**config.mk**
```make
export PLATFORM = sky130hd
export DESIGN_NAME = pinmux_pad_attr_ctrl
export DESIGN_NICKNAME = d
export VERILOG_FILES = /design/src/rtl/pinmux_pkg.sv /design/src/rtl/pinmux_pad_attr_seq.sv /design/src/rtl/pinmux_pad_attr_ctrl.sv
export SDC_FILE = /design/constraint.sdc
export NUM_CORES = 1
export LEC_CHECK = 0
export CAP_MARGIN = 40
export CORE_ASPECT_RATIO = 1.1
export CORE_MARGIN = 2
export CORE_UTILIZATION = 57
export CTS_BUF_LIST = sky130_fd_sc_hd__clkbuf_16
export DETAILED_ROUTE_END_ITERATION = 16
export DONT_BUFFER_PORTS = 1
export MAX_ROUTING_LAYER = met4
export PLACE_DENSITY = 0.75
export SKIP_LAST_GASP = 1
export SYNTH_ARGS = -nofsm -noshare
export SYNTH_HDL_FRONTEND = slang
export SYNTH_SLANG_ARGS = --single-unit
export TNS_END_PERCENT = 10
```
**constraint.sdc**
```tcl
create_clock -name clk_i -period 2.4 [get_ports clk_i]
set_input_delay 0.36 -clock clk_i [delete_from_list [all_inputs] [get_ports clk_i]]
set_output_delay 0.36 -clock clk_i [all_outputs]
set_load 0.03 [all_outputs]
```
**src/rtl/pinmux_pkg.sv**
```systemverilog
// Shared pad-attribute types, pad-type masks and sequencer state encoding.
package pinmux_pkg;

  typedef enum logic [1:0] {
    PadBidirStd,
    PadBidirOd,
    PadInputStd,
    PadAnalog
  } pad_type_e;

  typedef struct packed {
    logic       invert;
    logic       pull_en;
    logic       pull_sel;
    logic       keeper;
    logic       od_en;
    logic       slew;
    logic [1:0] drive;
  } pad_attr_t;

  typedef enum logic [2:0] {
    SeqIdle,
    SeqIsoPre,
    SeqUpdate,
    SeqIsoPost,
    SeqDone
  } seq_state_e;

  // Bits a given pad type can actually hold; everything else reads back as 0.
  function automatic logic [7:0] warl_mask(pad_type_e t);
    case (t)
      PadBidirStd: return 8'hFF;
      PadBidirOd:  return 8'hFB;
      PadInputStd: return 8'hF0;
      default:     return 8'h00;
    endcase
  endfunction

endpackage

```
**src/rtl/pinmux_pad_attr_seq.sv**
```systemverilog
// Isolate / update / release sequencer for a single pad-attribute change.
module pinmux_pad_attr_seq
  import pinmux_pkg::*;
#(
  parameter int NumPads      = 8,
  parameter int SettleCycles = 4,
  localparam int AW = (NumPads > 1) ? $clog2(NumPads) : 1
) (
  input  logic               clk_i,
  input  logic               rst_ni,
  input  logic               start_i,
  input  logic [AW-1:0]      addr_i,
  input  pad_attr_t          leg_i,
  output logic [NumPads-1:0] iso_o,
  output logic               upd_o,
  output logic [AW-1:0]      upd_addr_o,
  output pad_attr_t          upd_leg_o,
  output logic               done_o,
  output logic               busy_o
);

  // A settle time of zero still needs one isolated cycle around the update.
  localparam int S  = (SettleCycles < 1) ? 1 : SettleCycles;
  localparam int CW = $clog2(S + 1);

  seq_state_e         state_q, state_d;
  logic [CW-1:0]      cnt_q, cnt_d;
  logic [AW-1:0]      addr_q, addr_d;
  pad_attr_t          leg_q, leg_d;
  logic [NumPads-1:0] iso_q, iso_d;

  // Next-state, settle counter and isolation vector.
  always_comb begin
    state_d = state_q;
    cnt_d   = cnt_q;
    addr_d  = addr_q;
    leg_d   = leg_q;
    iso_d   = iso_q;
    case (state_q)
      SeqIdle: begin
        if (start_i) begin
          state_d = SeqIsoPre;
          cnt_d   = '0;
          addr_d  = addr_i;
          leg_d   = leg_i;
          for (int i = 0; i < NumPads; i++) iso_d[i] = (AW'(i) == addr_i);
        end
      end
      SeqIsoPre, SeqIsoPost: begin
        if (cnt_q == CW'(S - 1)) begin
          state_d = (state_q == SeqIsoPre) ? SeqUpdate : SeqDone;
          cnt_d   = '0;
        end else if (cnt_q != CW'(S)) begin
          cnt_d = cnt_q + CW'(1);
        end
      end
      SeqUpdate: begin
        state_d = SeqIsoPost;
        cnt_d   = '0;
      end
      SeqDone: begin
        state_d = SeqIdle;
        iso_d   = '0;
      end
      default: begin
        state_d = SeqIdle;
        iso_d   = '0;
      end
    endcase
  end

  // Sequencer registers; reset abandons any pending change and releases isolation.
  always_ff @(posedge clk_i or negedge rst_ni) begin
    if (!rst_ni) begin
      state_q <= SeqIdle;
      cnt_q   <= '0;
      addr_q  <= '0;
      leg_q   <= '0;
      iso_q   <= '0;
    end else begin
      state_q <= state_d;
      cnt_q   <= cnt_d;
      addr_q  <= addr_d;
      leg_q   <= leg_d;
      iso_q   <= iso_d;
    end
  end

  assign iso_o      = iso_q;
  assign upd_o      = (state_q == SeqUpdate);
  assign upd_addr_o = addr_q;
  assign upd_leg_o  = leg_q;
  assign done_o     = (state_q == SeqDone);
  assign busy_o     = (state_q != SeqIdle);

endmodule

```
**src/rtl/pinmux_pad_attr_ctrl.sv**
```systemverilog
// Runtime pad-attribute register bank with WARL legalisation and glitch-free apply.
module pinmux_pad_attr_ctrl
  import pinmux_pkg::*;
#(
  parameter int        NumPads      = 8,
  parameter pad_type_e PadType      = PadBidirStd,
  parameter int        SettleCycles = 4,
  parameter pad_attr_t ResetAttr    = '0,
  localparam int AW = (NumPads > 1) ? $clog2(NumPads) : 1
) (
  input  logic                 clk_i,
  input  logic                 rst_ni,
  input  logic                 req_i,
  input  logic                 we_i,
  input  logic [AW-1:0]        addr_i,
  input  logic [7:0]           wdata_i,
  output logic                 gnt_o,
  output logic                 rvalid_o,
  output logic [7:0]           rdata_o,
  output logic                 err_o,
  output logic [NumPads*8-1:0] attr_o,
  output logic [NumPads-1:0]   iso_o,
  output logic                 busy_o
);

  localparam logic [7:0]  Mask     = warl_mask(PadType);
  localparam pad_attr_t   ResetLeg = ResetAttr & Mask;
  localparam logic [AW:0] NpVal    = (AW + 1)'(NumPads);

  pad_attr_t  attr_q [NumPads];
  pad_attr_t  attr_d [NumPads];
  logic       rvalid_q, rvalid_d;
  logic       err_q, err_d;
  logic [7:0] rdata_q, rdata_d;

  logic       gnt, in_range, start;
  pad_attr_t  cur, leg;
  logic       seq_upd, seq_done, seq_busy;
  logic [AW-1:0] seq_addr;
  pad_attr_t  seq_leg;

  // Handshake, read path and decision whether a write needs the sequencer.
  always_comb begin
    gnt      = req_i && !seq_busy;
    in_range = ({1'b0, addr_i} < NpVal);
    leg      = wdata_i & Mask;
    cur      = '0;
    for (int i = 0; i < NumPads; i++) begin
      if (AW'(i) == addr_i) cur = attr_q[i];
    end
    rvalid_d = 1'b0;
    err_d    = 1'b0;
    rdata_d  = rdata_q;
    start    = 1'b0;
    if (seq_done) begin
      rvalid_d = 1'b1;
      rdata_d  = seq_leg;
    end
    if (gnt) begin
      if (!in_range) begin
        rvalid_d = 1'b1;
        err_d    = 1'b1;
        rdata_d  = '0;
      end else if (!we_i) begin
        rvalid_d = 1'b1;
        rdata_d  = cur;
      end else if (leg == cur) begin
        rvalid_d = 1'b1;
        rdata_d  = leg;
      end else begin
        start = 1'b1;
      end
    end
  end

  // Attribute array only changes on the sequencer's update strobe.
  always_comb begin
    attr_d = attr_q;
    for (int i = 0; i < NumPads; i++) begin
      if (seq_upd && (AW'(i) == seq_addr)) attr_d[i] = seq_leg;
    end
  end

  // Attribute and response registers.
  always_ff @(posedge clk_i or negedge rst_ni) begin
    if (!rst_ni) begin
      for (int i = 0; i < NumPads; i++) attr_q[i] <= ResetLeg;
      rvalid_q <= 1'b0;
      err_q    <= 1'b0;
      rdata_q  <= '0;
    end else begin
      attr_q   <= attr_d;
      rvalid_q <= rvalid_d;
      err_q    <= err_d;
      rdata_q  <= rdata_d;
    end
  end

  // Flatten the array for the pad ring.
  always_comb begin
    attr_o = '0;
    for (int i = 0; i < NumPads; i++) attr_o[i*8 +: 8] = attr_q[i];
  end

  pinmux_pad_attr_seq #(
    .NumPads      (NumPads),
    .SettleCycles (SettleCycles)
  ) u_seq (
    .clk_i      (clk_i),
    .rst_ni     (rst_ni),
    .start_i    (start),
    .addr_i     (addr_i),
    .leg_i      (leg),
    .iso_o      (iso_o),
    .upd_o      (seq_upd),
    .upd_addr_o (seq_addr),
    .upd_leg_o  (seq_leg),
    .done_o     (seq_done),
    .busy_o     (seq_busy)
  );

  assign gnt_o    = gnt;
  assign rvalid_o = rvalid_q;
  assign err_o    = err_q;
  assign rdata_o  = rdata_q;
  assign busy_o   = seq_busy;

endmodule

```
After elaboration in Yosys (flattened, before gate mapping)
Cells that the tools add are included.
{"block": "word_totals", "regBits": 98, "out_inout_bits": 84, "wordCells": 145}
{"block": "op_classes", "n_mux": 29, "n_reduce_logical": 21, "n_addsub": 1, "bitwise_logic": 1, "n_eq_ne": 24}
{"operator": "8-bit two-way mux", "n": 13}
{"operator": "3-bit == test (first input constant)", "n": 8}
{"operator": "3-bit two-way mux", "n": 6}
{"operator": "3-bit one-hot mux with 3 select lines", "n": 2}
{"operator": "8-bit one-hot mux with 2 select lines", "n": 1}
{"operator": "2-bit by 3-bit == test with 1-bit output (first input constant)", "n": 4}
{"operator": "3-bit by 2-bit == test with 1-bit output (second input constant)", "n": 3}
{"operator": "1-bit logical AND", "n": 9}
{"operator": "3-bit logical NOT", "n": 3}
{"operator": "8-bit == test", "n": 1}
{"operator": "1-bit two-way mux", "n": 7}
{"operator": "1-bit by 3-bit == test with 1-bit output (first input constant)", "n": 2}
{"operator": "2-bit AND reduction", "n": 3}
{"operator": "3-bit nonzero test", "n": 2}
{"operator": "3-bit by 1-bit adder with 3-bit output (second input constant)", "n": 1}
{"operator": "3-bit by 1-bit == test with 1-bit output (second input constant)", "n": 1}
{"operator": "3-bit == test (second input constant)", "n": 1}
{"operator": "3-bit by 1-bit inequality test with 1-bit output (second input constant)", "n": 1}
{"operator": "3-bit inequality test (second input constant)", "n": 1}
{"operator": "3-bit AND reduction", "n": 1}
{"operator": "3-bit OR reduction", "n": 1}
{"operator": "2-bit by 1-bit inequality test with 1-bit output (second input constant)", "n": 1}
{"operator": "2-bit inequality test (second input constant)", "n": 1}
{"operator": "2-bit OR reduction", "n": 1}
{"operator": "other kinds (2)", "n": 2}

Depth between registers and ports, before layout
{"block": "depth", "ltp_word": 15, "depth_mapped": 11, "mapped_depth_nobuf": 7}

By module
A second synthesis with hierarchy kept.
{"block": "hier_totals", "hier_cells": 429, "hier_area_um2": 5158.7}
{"module": "pinmux_pad_attr_ctrl", "cells_per_inst": 343, "instances": 1, "area_per_inst_um2": 3970.1, "seq_area_each_um2": 1826.8}
{"module": "pinmux_pad_attr_seq", "cells_per_inst": 86, "instances": 1, "area_per_inst_um2": 1188.6, "seq_area_each_um2": 625.6}

Worst setup path after synthesis
OpenSTA, ideal clock, no wires.
{"block": "synth_timing", "path_kind": "input to register", "start": "input addr_i[1]", "end": "register u_seq.leg_q (netlist bit u_seq.upd_leg_o[5])", "cell_stages": 11, "required_time_ps": 2272, "setup_ps": 128, "arrival_ps": 2519, "n_path_buf": 4, "setup_slack_ps": -246, "path_cell_list": "buf_6 > buf_6 > mux4_2 > mux2i_4 > xor2_1 > nand3_1 > nor4_2 > a211o_1 > buf_6 > buf_8 > mux2_1"}
{"block": "synth_via", "elab_chain_cells": 14}
{"item": "from (decl)", "line": "pinmux_pad_attr_ctrl.sv:15", "rtl": "input logic [AW-1:0] addr_i,"}
{"item": "3-bit logical NOT", "line": "pinmux_pad_attr_ctrl.sv:49", "rtl": "if (AW'(i) == addr_i) cur = attr_q[i];"}
{"item": "8-bit two-way mux (7 in a row)", "line": "pinmux_pad_attr_ctrl.sv:49"}
{"item": "8-bit two-way mux *", "line": "pinmux_pad_attr_ctrl.sv:49"}
{"item": "8-bit == test *", "line": "pinmux_pad_attr_ctrl.sv:67", "rtl": "end else if (leg == cur) begin"}
{"item": "1-bit two-way mux *", "line": "pinmux_pad_attr_ctrl.sv:67"}
{"item": "1-bit two-way mux *", "line": "pinmux_pad_attr_ctrl.sv:64", "rtl": "end else if (!we_i) begin"}
{"item": "1-bit two-way mux *", "line": "pinmux_pad_attr_ctrl.sv:59", "rtl": "if (gnt) begin"}
{"item": "2-bit AND reduction (no source line) *"}
{"item": "to (signal assigned)", "line": "pinmux_pad_attr_seq.sv:84", "rtl": "leg_q <= leg_d;"}
{"item": "to (decl)", "line": "pinmux_pad_attr_seq.sv:29", "rtl": "pad_attr_t leg_q, leg_d;"}
Every way passes the cells marked *; elsewhere a longest branch is shown, timed or not.
A chain may end at the register's enable or synchronous reset.

Worst setup path after layout
{"block": "layout_timing", "start": "register attr_q (netlist bit attr_o[55])", "end": "register u_seq.leg_q (netlist bit u_seq.upd_leg_o[2])"}
{"block": "layout_via", "elab_chain_cells": 7}
{"item": "from (decl)", "line": "pinmux_pad_attr_ctrl.sv:30", "rtl": "pad_attr_t attr_q [NumPads];"}
{"item": "from (signal assigned)", "line": "pinmux_pad_attr_ctrl.sv:92", "rtl": "attr_q <= attr_d;"}
{"item": "8-bit two-way mux (2 in a row)", "line": "pinmux_pad_attr_ctrl.sv:49"}
{"item": "8-bit == test", "line": "pinmux_pad_attr_ctrl.sv:67"}
{"item": "1-bit two-way mux", "line": "pinmux_pad_attr_ctrl.sv:67"}
{"item": "1-bit two-way mux", "line": "pinmux_pad_attr_ctrl.sv:64"}
{"item": "1-bit two-way mux", "line": "pinmux_pad_attr_ctrl.sv:59"}
{"item": "2-bit AND reduction (no source line)"}
No other way between the ends.

==> reports/metrics.cfg <==
[critical_path]
slowest_stage = mux4_2
path_buf_inv = 2
cpMostUsedCell = buf_4
crit_family = multiplexers
startpoint_type = flip-flop
cp_cell_sequence = mux4_2, mux2i_1, buf_4, xor2_2, nand4_1, nor4_4, a211o_1, buf_4, mux2_2
crit_path_end_kind = flip-flop
critical-path-max-stage-delay_ns = 0.47
worst-path-max-fanout = 9
crit_required_ns = 2.63
crit_type = reg2reg
cp.arrival_ns = 2.90
reg2reg_slack_ns = -0.27

[grt]
overflow = 0
grt_pass1_vias = 3770
grt_antenna_before_repair = 0
grt_pass1_wl_um = 20200
grt_max_degree = 99
grt_usage = 0.289

[die]
pin_count = 99
row_count = 35
core_area_um2 = 8450
initial_core_util = 0.590
dieHeight_um = 102
die_w_um = 93.2
die_area_um2 = 9510

[placed_design]
hpwl_um = 8970
port_buffers = 0
placedInstanceArea_um2 = 5680
dp_slack_ns = -0.198
gp_congestion = 0.908

[logic_synthesis]
avgSynthCellArea_um2 = 12.4
netlist.area_leader.share = 0.492
seq_area_frac_synth = 0.492
synthArstFlopShare = 1.00
yosysWarnings = 0
ys.flop_type = dfrtp_1
synth_area_um2 = 4990
synth_edf_count = 0
synth_top_area_cell = dfrtp_1
synth_cell_type_count = 56
synth_nets = 420
yosys-top-cells-area = dfrtp_1 49%, mux2_2 17%, mux2i_1 4.2%, mux4_2 3.6%, a211oi_1 1.5%
synth_cells = 403
synth_seq_cells = 98

[job]
cap_viol_max_count = 0

[layout]
area_delta_synth_final_pct = 20.7
layout_common_cells = 98 x dfrtp_1, 97 x buf_4, 76 x mux2_2
drive_above_1_share = 0.438
multi_input_area_um2 = 2360
fin_area_um2 = 6020
nets = 498
layout_commonest_cell = dfrtp_1
regArea_um2 = 2450
fillers = 610
num_antenna_cells = 0

[routing]
drtIter0Drc = 191
final_antenna_net_count = 0
wirelength_um = 12900
drtPass1Iterations = 4
wl_per_cell_um = 21.6
vias_per_cell = 6.03
vias = 3599
drc = 0

[power]
p_sw_uw = 3270
combinationalPowerShare = 0.427
pwr-share-clk = 0.180
cellLeakagePower_uw = 0.00289
p_int_uw = 4480
ir_drop_uv = 681
power.share.switching = 0.422
power_density_nw_per_um2 = 1290
p_seq_frac = 0.393

[clock_tree]
htree_levels = 3
clock_path_buffers = 2
cts_buffers = 9
cts_tree = yes
clock_latency_ns = 0.35
clock_sinks = 98
clkSlewWorstSetupHoldPaths_ns = 0.08
root_buffer = clkbuf_16

[sta]
worst_slack_ns = -0.273
skew_ns = 0.0109
relSlewSlack = 0.645
worstMarginPinSlew_ns = 0.531
min_period_ns = 2.67
rsz0062_at_grt = true
final_hold_viol_count = 98
fmax_mhz = 374
whs_ns = -0.293
final_max_slew_viol_count = 0
timing.final.crit_share = 1.11
setup_viol = 32

[status]
status = complete, but fails checks
violations = hold timing, setup timing

[min_path]
hp-class = in2async

## final cells by class
cell class,instances,share of cell area
clock buffers,9,0.0374
clock inverters,7,0.00997
inverters,8,0.00499
multi-input cells,265,0.391
flip-flops and latches,98,0.407
well taps,111,0.0231
repair buffers,99,0.126
## through the flow
stage	setup TNS, ns	cells	total power (µW)	util	hold slack, ns
2_1_floorplan	-3.85	403	5140	-	0.0644
3_3_place_gp	-1.90	577	6190	0.672	0.0674
3_5_place_dp	-3.91	577	6320	0.672	0.0669
4_1_cts	-5.46	597	7760	0.713	-0.299
5_1_grt	-10.16	597	8110	0.713	-0.304
6_report	-6.09	597	7760	0.713	-0.293
## registers in the layout, summed over array words and instances (netlist names)
register	cells
attr_o	64
rdata_o	8
u_seq.iso_o	8
u_seq.upd_leg_o	8
u_seq.cnt_q	3
u_seq.state_q	3
u_seq.upd_addr_o	3
rvalid_o	1
## routing by layer
metal / GRT usage / up-vias / wire length, µm
met3: 0.0730 / 28 / 1080
li1: - / 1621 / -
met5: - / - / 0
met2: 0.457 / 139 / 6390
met1: 0.360 / 1811 / 5170
met4: 0.113 / 0 / 247
## synthesized netlist by cell type (all sizes together), types with 6 or more instances
cell type / number
mux2i: 22
and3: 9
nand2: 17
nor2: 16
mux2: 83
inv: 7
a211oi: 11
o22ai: 7
clkbuf: 11
nand3b: 7
nand2b: 7
nor2b: 9
mux4: 8
buf: 21
o21ai: 6
dfrtp: 98
xor2: 7
nand3: 12
a21oi: 8
## final timing paths
kind                                     startpoint                  end  depth (start not counted)
worst max register to register           attr_o[55]   u_seq.upd_leg_o[2]                          9
worst max-delay path                     attr_o[55]   u_seq.upd_leg_o[2]                          9
worst min-delay path                         rst_ni       u_seq.cnt_q[0]                          0
min in group clk_i                            req_i       u_seq.cnt_q[0]                          1
max in group asynchronous                    rst_ni       u_seq.iso_o[5]                          0
worst min register to register  u_seq.upd_addr_o[2]  u_seq.upd_addr_o[2]                          1
## logic make-up (layout without fill, tap and decap cells)
group	after synthesis	count (layout)	synth area share
AO/OA/AOI/OAI	48	48	0.0697
XOR/XNOR	7	7	0.0138
adder cells (fa/ha/maj)	2	2	0.00502
buffers and inverters	40	123	0.0424
flip-flops	98	98	0.492
multiplexers	113	113	0.272
other	1	1	0.000752
AND/OR/NAND/NOR	94	94	0.104
## what timing repair did
| action | CTS | global route |
|---|---|---|
| cloned | 1 | 0 |
| hold endpoints to repair | 98 | 98 |
| resized for setup | 3 | 0 |
| pin swaps | 1 | 0 |
| buffers inserted | 3 | 0 |
| setup endpoints to repair | 32 | 33 |
## power by group through the flow
stage	logic [µW]	clock network, µW	registers [µW]
6_report	3310	1390	3050
5_1_grt	3510	1460	3140
4_1_cts	3320	1400	3040
3_5_place_dp	3260	0	3060
3_3_place_gp	3170	0	3020
2_1_floorplan	1520	0	3620
Power figures use the tool's default switching activity.
